**src/rtl/inst_fetch_unit.sv**
```systemverilog
// Instruction fetch stage: holds the PC and issues one instruction-memory read at a time.
// It captures the returned word in the instruction register and presents it to the decoder
// with a valid/ready handshake. Branch redirects squash in-flight work, and halt stops
// fetching after the current instruction has been delivered.
module inst_fetch_unit #(
    parameter int                ADDR_W   = 32,
    parameter logic [ADDR_W-1:0] RESET_PC = {ADDR_W{1'b0}},
    parameter int                PC_STEP  = 1
) (
    input  logic              clk,
    input  logic              rst_n,
    output logic              imem_req_valid,
    input  logic              imem_req_ready,
    output logic [ADDR_W-1:0] imem_addr,
    input  logic              imem_rsp_valid,
    input  logic [31:0]       imem_rsp_data,
    input  logic              redirect_valid,
    input  logic [ADDR_W-1:0] redirect_pc,
    input  logic              halt,
    output logic              ir_valid,
    input  logic              ir_ready,
    output logic [31:0]       ir_data,
    output logic [ADDR_W-1:0] ir_pc,
    output logic [5:0]        opcode,
    output logic [5:0]        func,
    output logic              halted
);

    typedef enum logic [2:0] {
        ST_IDLE   = 3'd0,
        ST_FETCH  = 3'd1,
        ST_WAIT   = 3'd2,
        ST_FULL   = 3'd3,
        ST_HALTED = 3'd4
    } state_t;

    state_t            state_q, state_d;
    logic [ADDR_W-1:0] pc_q, pc_d;
    logic              drop_q, drop_d;
    logic [31:0]       ir_data_q, ir_data_d;
    logic [ADDR_W-1:0] ir_pc_q, ir_pc_d;

    // State, PC, drop flag and instruction register storage.
    always_ff @(posedge clk or negedge rst_n) begin
        if (!rst_n) begin
            state_q   <= ST_IDLE;
            pc_q      <= RESET_PC;
            drop_q    <= 1'b0;
            ir_data_q <= 32'h0000_0000;
            ir_pc_q   <= {ADDR_W{1'b0}};
        end else begin
            state_q   <= state_d;
            pc_q      <= pc_d;
            drop_q    <= drop_d;
            ir_data_q <= ir_data_d;
            ir_pc_q   <= ir_pc_d;
        end
    end

    // Next-state logic; a redirect outranks every other event in busy states.
    always_comb begin
        state_d   = state_q;
        pc_d      = pc_q;
        drop_d    = drop_q;
        ir_data_d = ir_data_q;
        ir_pc_d   = ir_pc_q;
        case (state_q)
            ST_IDLE: begin
                if (halt) begin
                    state_d = ST_HALTED;
                end else begin
                    state_d = ST_FETCH;
                end
            end
            ST_FETCH: begin
                if (redirect_valid) begin
                    pc_d = redirect_pc;
                    if (imem_req_ready) begin
                        // Request already went out for the old PC: its word must be dropped.
                        drop_d  = 1'b1;
                        state_d = ST_WAIT;
                    end else begin
                        state_d = ST_FETCH;
                    end
                end else if (imem_req_ready) begin
                    state_d = ST_WAIT;
                end else begin
                    state_d = ST_FETCH;
                end
            end
            ST_WAIT: begin
                if (redirect_valid) begin
                    pc_d = redirect_pc;
                    if (imem_rsp_valid) begin
                        drop_d  = 1'b0;
                        state_d = ST_FETCH;
                    end else begin
                        drop_d  = 1'b1;
                        state_d = ST_WAIT;
                    end
                end else if (imem_rsp_valid) begin
                    if (drop_q) begin
                        drop_d  = 1'b0;
                        state_d = ST_FETCH;
                    end else begin
                        ir_data_d = imem_rsp_data;
                        ir_pc_d   = pc_q;
                        pc_d      = pc_q + ADDR_W'(PC_STEP);
                        state_d   = ST_FULL;
                    end
                end else begin
                    state_d = ST_WAIT;
                end
            end
            ST_FULL: begin
                if (redirect_valid) begin
                    // Squash the held instruction even if the decoder is ready.
                    pc_d    = redirect_pc;
                    state_d = ST_FETCH;
                end else if (ir_ready) begin
                    if (halt) begin
                        state_d = ST_HALTED;
                    end else begin
                        state_d = ST_FETCH;
                    end
                end else begin
                    state_d = ST_FULL;
                end
            end
            ST_HALTED: begin
                state_d = ST_HALTED;
            end
            default: begin
                state_d = ST_IDLE;
                drop_d  = 1'b0;
            end
        endcase
    end

    // Outputs decode only from registered state, so no input reaches an output combinationally.
    assign imem_req_valid = (state_q == ST_FETCH);
    assign imem_addr      = pc_q;
    assign ir_valid       = (state_q == ST_FULL);
    assign halted         = (state_q == ST_HALTED);
    assign ir_data        = ir_data_q;
    assign ir_pc          = ir_pc_q;
    assign opcode         = ir_data_q[31:26];
    assign func           = ir_data_q[5:0];

endmodule
```
**config.mk**
```make
export PLATFORM = sky130hd
export DESIGN_NAME = inst_fetch_unit
export DESIGN_NICKNAME = d
export VERILOG_FILES = /design/src/rtl/inst_fetch_unit.sv
export SDC_FILE = /design/constraint.sdc
export NUM_CORES = 1
export LEC_CHECK = 0
export ABC_CLOCK_PERIOD_IN_PS = 2900
export BUFFER_PORTS_ARGS = -buffer_cell sky130_fd_sc_hd__buf_2
export CAP_MARGIN = 25
export CORE_MARGIN = 2
export CORE_UTILIZATION = 50
export DETAILED_ROUTE_END_ITERATION = 6
export PLACE_DENSITY = 0.81
export SLEW_MARGIN = 20
export SYNTH_ARGS = -nofsm -noshare
export SYNTH_HDL_FRONTEND = slang
export SYNTH_SLANG_ARGS = --single-unit
```
**constraint.sdc**
```tcl
create_clock -name clk -period 2.9 [get_ports clk]
set_input_delay 0.145 -clock clk [delete_from_list [all_inputs] [get_ports clk]]
set_output_delay 0.145 -clock clk [all_outputs]
set_load 0.01 [all_outputs]
```
* After elaboration in Yosys (flattened, before gate mapping)
Cells that the tools add are included.
** Word-level totals
- Bits in registers :: 100
- Bits of input ports :: 71
- Output and inout port bits :: 111
- Logic and storage cells :: 45
** Cells by class
- $add $sub $neg :: 1
- Eq/ne operators :: 9
- Muxes and demuxes :: 20
- Bitwise gates (word level) :: 3
- Reduce and logical (&&, ||, !) cells :: 7
** Operators with widths (number)
- $mux W32 :: 4
- $pmux W32 S2 :: 1
- $add A32 B1 Y32 const B :: 1
- $mux W3 :: 5
- $pmux W3 S5 :: 1
- $reduce_and A4 Y1 :: 3
- $eq A3 B2 Y1 const B :: 2
- $mux W2 :: 3
- $ne A2 B1 Y1 const B :: 3
- $ne A3 B3 Y1 const B :: 2
- $mux W1 :: 5
- $eq A3 B1 Y1 const B :: 1
- $eq A3 B3 Y1 const B :: 1
- $logic_not A3 Y1 :: 1
- $not A1 Y1 :: 3
- $pmux W1 S3 :: 1
- $reduce_or A3 Y1 :: 1
- $reduce_bool A2 Y1 :: 1
- $reduce_or A2 Y1 :: 1

* Logic depth before layout (Yosys ltp)
Gate-level depths: netlist of run 1.
- Word-level depth :: 5
- Mapped depth :: 8
- Mapped depth without buffers :: 6

* Worst setup path after synthesis of run 1
OpenSTA, ideal clock, no wires.
- Kind :: reg2reg
- From :: register pc_q[12] (netlist: imem_addr[12])
- To :: register pc_q[31] (netlist: imem_addr[31])
- Library setup time :: 0.069 ns
- Data arrival time :: 1.868 ns
- Data required time :: 2.831 ns
- Path slack :: 0.963 ns
- Cell stages (with the launch flop) :: 7
- Buffers on the path :: 1
- Clock period less this slack :: 1.937 ns
- Path through :: dfrtp_1 clkbuf_1 nand4_1 nor4_1 nand4_1 or4b_2 nand3_1
** On the way
- Word-level cells in the longest chain between the ends :: 5
** Ends and longest elaborated chain
- start, declared :: line 38 : logic [ADDR_W-1:0] pc_q, pc_d;
- start signal, assigned :: line 53 : pc_q <= pc_d;
- $add A32 B1 Y32 :: line 108 : pc_d = pc_q + ADDR_W'(PC_STEP);
- $mux W32 :: line 102 : if (drop_q) begin
- $mux W32 :: line 101 : end else if (imem_rsp_valid) begin
- $mux W32 :: line 92 : if (redirect_valid) begin
- $pmux W32 S2 :: line 67 : case (state_q)
No other way between the ends. The select of a mux whose other input is x is not followed.
A chain may end at the register's enable or synchronous reset.

* Final worst setup path of run 1
- From :: register state_q[0]
- To :: register pc_q[17] (netlist: imem_addr[17])
** On the way
- Word-level cells in the longest chain between the ends :: 4
** Ends and longest elaborated chain
- start, declared :: line 37 : state_t state_q, state_d;
- start signal, assigned :: line 52 : state_q <= state_d;
- $eq A3 B1 Y1 / $eq A3 B2 Y1 (equally long branches) :: line 67
- $reduce_or A2 Y1 (no source line)
- $ne A2 B1 Y1 (no source line) / $reduce_bool A2 Y1 (equally long branches)
- $reduce_and A4 Y1 (no source line)
Parallel ways exist; a longest one is shown, timed or not.

==> results.json, run 1 <==
{
  "drc": 0,
  "cts-resized-gates": 0,
  "power.leakage_nw": 3.313,
  "r2r-end": "imem_addr[17]",
  "numCtsBuffers": 9,
  "slew_headroom_pct": 53.27,
  "root_buffer": "clkbuf_8",
  "ir_drop_mv": 0.5434,
  "critPathLaunchType": "flop",
  "tns_ns": 0,
  "post-route-period-util_pct": 78.29,
  "die_h_um": 101.5,
  "finalHoldViolations": 0,
  "cpPeakStageDelay_ns": 0.53,
  "arrival_ns": 2.53,
  "ios": 182,
  "clock_sinks": 100,
  "worstSetupEndpointType": "flop",
  "worstPathCellList": "or3b_1 -> a211o_1 -> buf_4 -> nand2_1 -> nand2_1 -> a211o_1",
  "core_region_area_sq_um": 9240,
  "vias": 4852,
  "ys_ff_latch": 100,
  "clockBufferDepth": 2,
  "wl_per_cell_um": 15.66,
  "avgSynthCellArea_sq_um": 8.432,
  "period_needed_ns": 2.270,
  "path_buf_inv": 1,
  "die_w_um": 101.5,
  "synthCells": 564,
  "maxCapViolCount": 0,
  "row_count": 35,
  "yosys.cell_types.count": 38,
  "worstRegToRegCells": 6,
  "grt_usage_pct": 27.38,
  "antenna-diode-count": 0,
  "port_buffers": 181,
  "hold_path_class": "input port to flop",
  "worst-path-max-fanout": 19,
  "p_per_area_nw_per_um2": 955.6,
  "synth_area_sq_um": 4756,
  "setup_viol": 0,
  "slowest_stage": "a211o_1",
  "slew_violations": 0,
  "final_antenna_net_count": 0,
  "nets": 829,
  "yosys_warnings": 0,
  "rsz0062_at_grt": "false",
  "routabilityCongestion": 0.8755,
  "synth-edff-count": 0,
  "hpwl_mm": 9.372,
  "overflow": 0,
  "htree_levels": 3,
  "worstHoldPathCells": 3,
  "fmax_ghz": 0.4405,
  "finClkSkew_ns": 0.01429,
  "hold-path-endpoint": "imem_addr[21]",
  "criticalPathCategory": "flop to flop",
  "mappedNetlistNets": 636,
  "viasPerCell": 5.446,
  "status": "finished, final reports clean",
  "ys_async_sr_fraction_pct": 100.0,
  "die-area_sq_um": 10310,
  "fin_hold_ws_ns": 0.02500,
  "worstMarginPinSlew_ns": 0.7009,
  "initial_core_util_pct": 51.47,
  "final_cell_mix": "nand2_1, buf_2, dfrtp_1",
  "cts_tree": "yes",
  "clkLatencyLatePin_ns": 0.37,
  "yosysSeqAreaShare_pct": 52.62,
  "final_common_cell": "nand2_1",
  "layout-drive-gt1-share_pct": 28.48,
  "grt_pass1_wl_mm": 22.38,
  "worstHoldStart": "redirect_pc[21]",
  "p_total_mw": 5.979,
  "first_pass_iters": 5,
  "cp_top_family": "compound AO/OA/AOI/OAI gates",
  "clk_pin_slew_ns": 0.11,
  "grt_pass1_vias": 4555,
  "required_ns": 3.16,
  "ys_dominant_reg_cell": "dfrtp_1",
  "cts_setup_buffers": 0,
  "reg2reg_from": "state_q[0]",
  "nFillCells": 761,
  "drt_iter0_drc": 294,
  "antenna_found_initial": 0,
  "reg2reg_slack_ns": 0.63,
  "cp.depth": 6,
  "grt_start_max_net_pins": 66,
  "wirelength_mm": 13.95,
  "synthToLayoutAreaGrowth_pct": 31.57
}
per-stage QoR:
stage               area [sq um]  std cells  setup slack, ns  util [%]
floorplan                   4756        564           0.9628         -
global placement            5718        841           0.7158     61.88
detailed placement          5738        842           0.6901     62.10
CTS                         6257        891           0.6666     67.72
global route                6257        891           0.4890     67.72
finish                      6257        891           0.6297     67.72
repair_timing:
action                                  in CTS  in global routing
endpoints found under the setup margin       0                  0
endpoints found under the hold margin       78                  0
hold buffers                                33                  0
cell usage after synthesis, drive strengths merged, types with 5 or more instances:
cell,n,area (sq um)
and3,8,50.05
buf,24,148.9
o22ai,10,62.56
or3,10,62.56
o21ai,22,110.1
nand3,26,130.1
dfrtp,100,2502
inv,5,18.77
nand2,213,799.5
and4,5,43.79
a21oi,27,135.1
a311oi,5,43.79
a211oi,6,45.04
clkbuf,22,82.58
a2bb2oi,11,96.34
nand4,10,62.56
nor3,12,60.06
nor2,17,63.81
tightest hold or removal path, delay by kind of cell:
kind          cells  cell delay (ns)
simple gates      2             0.14
buf+inv           1             0.08
cell type report:
cell class                 instances  area, sq um  share of cell area (%)
tap                              129        161.4                   2.579
clock inverter                     7        65.06                   1.040
multi-input combinational        413         2029                   32.43
inverter                           5        18.77                  0.2999
timing repair buffer             228         1356                   21.68
sequential                       100         2502                   39.99
clock buffer                       9        123.9                   1.980
cell families (layout without fill, tap and decap cells):
family / after synthesis / after routing / synth area share, %
AOI/OAI and AO/OA: 96 / 96 / 12.94
adders and majority gates: 1 / 1 / 0.2630
buffers and inverters: 51 / 249 / 5.262
DFF: 100 / 100 / 52.62
and+or+nand+nor: 316 / 316 / 28.91
flip-flops by register name, indices dropped and copies added (netlist names):
register   cells
imem_addr     32
ir_pc         32
ir_data       32
drop_q         1
state_q        3
worst max path at each step:
stage / slack (ns) / from / to
detailed placement: 0.69 / state_q[0] / imem_addr[17]
CTS: 0.67 / state_q[0] / imem_addr[17]
global route: 0.49 / state_q[0] / imem_addr[17]
finish: 0.63 / state_q[0] / imem_addr[17]
floorplan: 0.96 / imem_addr[12] / imem_addr[31]
global placement: 0.72 / state_q[0] / imem_addr[17]
report_power, final:
group / switching (mW) / total, mW / internal, mW
registers: 0.637 / 2.62 / 1.99
clock network: 0.549 / 0.883 / 0.334
logic: 1.42 / 2.47 / 1.05
total: 2.61 / 5.98 / 3.37
layer usage:
metal / vias up / wire (um) / global-route usage, %
met1: 2303 / 5848 / 38.17
met4: 0 / 180 / 7.380
li1: 2304 / - / -
met5: - / 0 / 0
met2: 228 / 6950 / 44.79
met3: 17 / 973 / 4.348
Note: power is estimated with default switching activity, not from simulation.
==> run 2, diff against run 1 <==
Settings changed: ABC_AREA set to 1, ABC_CLOCK_PERIOD_IN_PS 2900 to 2400, PLACE_DENSITY 0.81 to 0.8.
Clock period 2.9 ns to 2.4 ns, I/O delays scaled along.
==> results.json, run 2 <==
{
  "status": "finished, final reports clean",
  "slew_headroom_pct": 41.92,
  "final_antenna_net_count": 0,
  "worstSetupEndpointType": "flop",
  "cp_common_cell": "inv_2",
  "final_cell_mix": "nand2_1, buf_2, nor2_1, dfrtp_1, o21ai_0",
  "clockBufferDepth": 2,
  "dpl.cell_count": 948,
  "worst-path-max-fanout": 56,
  "hpwl_mm": 10.62,
  "maxCapViolCount": 0,
  "post-route-period-util_pct": 81.87,
  "power.leakage_nw": 3.565,
  "cp.depth": 7,
  "synth_area_sq_um": 5271,
  "die-area_sq_um": 11380,
  "port_buffers": 181,
  "finClkSkew_ns": 0.01390,
  "layout-drive-gt1-share_pct": 29.93,
  "worstMarginPinSlew_ns": 0.8699,
  "worstPathCellList": "inv_2 -> nand2_2 -> nand2_4 -> inv_2 -> o21ai_0 -> a21oi_1 -> nor2_1",
  "cts_tree": "yes",
  "drc": 0,
  "root_buffer": "clkbuf_8",
  "hold_path_class": "input port to flop",
  "yosysSeqAreaShare_pct": 47.47,
  "row_count": 37,
  "cpPeakStageDelay_ns": 0.66,
  "grt_start_max_net_pins": 63,
  "htree_levels": 3,
  "synth.area.top_cells": "dfrtp_1, nand2_1, nor2_1",
  "drt_iter0_drc": 439,
  "fmax_ghz": 0.5089,
  "avgSynthCellArea_sq_um": 7.975,
  "slowest_stage": "inv_2",
  "period_needed_ns": 1.965,
  "ys_top_cells_by_count": "nand2_1, dfrtp_1, nor2_1, o21ai_0, inv_1",
  "dpl_cell_area_sq_um": 6160,
  "numCtsBuffers": 9,
  "die_h_um": 106.7,
  "mappedNetlistNets": 733,
  "grt_usage_pct": 26.81,
  "ir_drop_mv": 0.5283,
  "synth-edff-count": 0,
  "viasPerCell": 5.094,
  "antenna_found_initial": 1,
  "nets": 929,
  "ys_async_sr_fraction_pct": 100.0,
  "layoutNonFillerInstCount": 999,
  "yosysMostFrequentCell": "nand2_1",
  "synth_area_leader_cell": "dfrtp_1",
  "seq_area_sq_um": 2502,
  "rsz0062_at_grt": "false",
  "yosys.cell_types.count": 32,
  "worstRegToRegCells": 7,
  "core_region_area_sq_um": 10280,
  "critPathLaunchType": "flop",
  "synthCells": 661,
  "clk_pin_slew_ns": 0.10,
  "grt_pass1_vias": 4791,
  "worstHoldPathCells": 3,
  "die_w_um": 106.7,
  "design_area_sq_um": 6694,
  "initial_core_util_pct": 51.29,
  "grt_pass1_wl_mm": 23.85,
  "path_buf_inv": 2,
  "ys_ff_latch": 100,
  "arrival_ns": 2.23,
  "clock_sinks": 100,
  "clkLatencyLatePin_ns": 0.38,
  "finalHoldViolations": 0,
  "multiInputGateArea_sq_um": 2308,
  "wirelength_mm": 14.98,
  "tns_ns": 0,
  "wl_per_cell_um": 14.99,
  "setup_viol": 0,
  "ys_dominant_reg_cell": "dfrtp_1",
  "nFillCells": 911,
  "final_common_cell": "nand2_1",
  "vias": 5089,
  "routabilityCongestion": 0.9557,
  "ios": 182,
  "yosys_warnings": 0,
  "slew_violations": 0,
  "cts_setup_buffers": 0,
  "criticalPathCategory": "flop to flop",
  "synth_top_area_share_pct": 47.47,
  "overflow": 0,
  "synthToLayoutAreaGrowth_pct": 26.99,
  "first_pass_iters": 5,
  "required_ns": 2.67,
  "cp_top_family": "buffers and inverters",
  "p_per_area_nw_per_um2": 1081
}
-- run 2: changes by cell type after synthesis, moves of 20 or more --
cell / previous run / this run
inv_1: 5 / 48
a21oi_1: 27 / 7
nor2_1: 17 / 100
mux2_2: 0 / 33
clkbuf_1: 22 / 1
o21ai_0: 22 / 50
-- run 2: metal layers --
layer | up-vias | wire, um | global-route usage, %
li1 | 2483 | - | -
met3 | 40 | 1110 | 5.350
met5 | - | 0 | 0
met4 | 0 | 563 | 13.08
met1 | 2338 | 6433 | 35.23
met2 | 228 | 6872 | 42.54
-- run 2: cell type report --
class / instances / area share (%)
antenna: 1 / 0.03738
timing repair buffer: 220 / 19.78
multi-input combinational: 474 / 34.49
sequential: 100 / 37.38
tap: 136 / 2.542
inverter: 52 / 2.916
clock inverter: 7 / 1.009
clock buffer: 9 / 1.850
-- run 2: where the power goes --
| group | internal (mW) | switching [mW] |
|---|---|---|
| sequential | 2.38 | 0.666 |
| combinational | 1.26 | 1.87 |
| clock | 0.405 | 0.662 |
| total | 4.04 | 3.20 |
-- run 2: worst min-delay path, delay by kind of cell --
family	cells	cell delay (ns)
AO/OA/AOI/OAI	2	0.16
buffers and inverters	1	0.07
-- run 2: cell families after synthesis --
| kind of cell | Yosys count | share of synthesized area, % |
|---|---|---|
| adder cells (fa/ha/maj) | 1 | 0.2373 |
| multiplexers | 33 | 7.050 |
| AND/OR/NAND/NOR | 365 | 28.79 |
| AO/OA/AOI/OAI | 72 | 7.216 |
| flip-flops | 100 | 47.47 |
| XOR/XNOR | 3 | 0.4985 |
| buffers and inverters | 87 | 8.735 |
-- run 2: per-stage QoR --
step / setup slack (ns) / hold WS [ns] / utilization [%] / power [mW]
after floorplan: 0.8953 / -0.1756 / - / 4.875
after global placement: 0.5457 / 0.1722 / 59.93 / 6.033
after detailed placement: 0.4881 / 0.1741 / 59.93 / 6.115
after CTS: 0.4650 / 0.01803 / 65.11 / 7.228
after global routing: 0.1944 / 0.03314 / 65.13 / 7.809
final: 0.4350 / 0.02038 / 65.13 / 7.239
-- run 2: worst paths after layout --
check	end	startpoint	slack [ns]
worst max-delay path	imem_addr[10]	state_q[2]	0.44
worst min-delay path	imem_addr[6]	redirect_pc[6]	0.02
worst max register to register	imem_addr[10]	state_q[2]	0.44
worst min register to register	ir_pc[19]	ir_pc[19]	0.49
max in group asynchronous	ir_data[20]	rst_n	1.41
min in group asynchronous	ir_data[29]	rst_n	0.29
-- run 2: what timing repair did --
action,CTS,global route
endpoints found under the setup margin,0,0
hold buffers,34,0
endpoints found under the hold margin,79,0
resized for setup,0,0
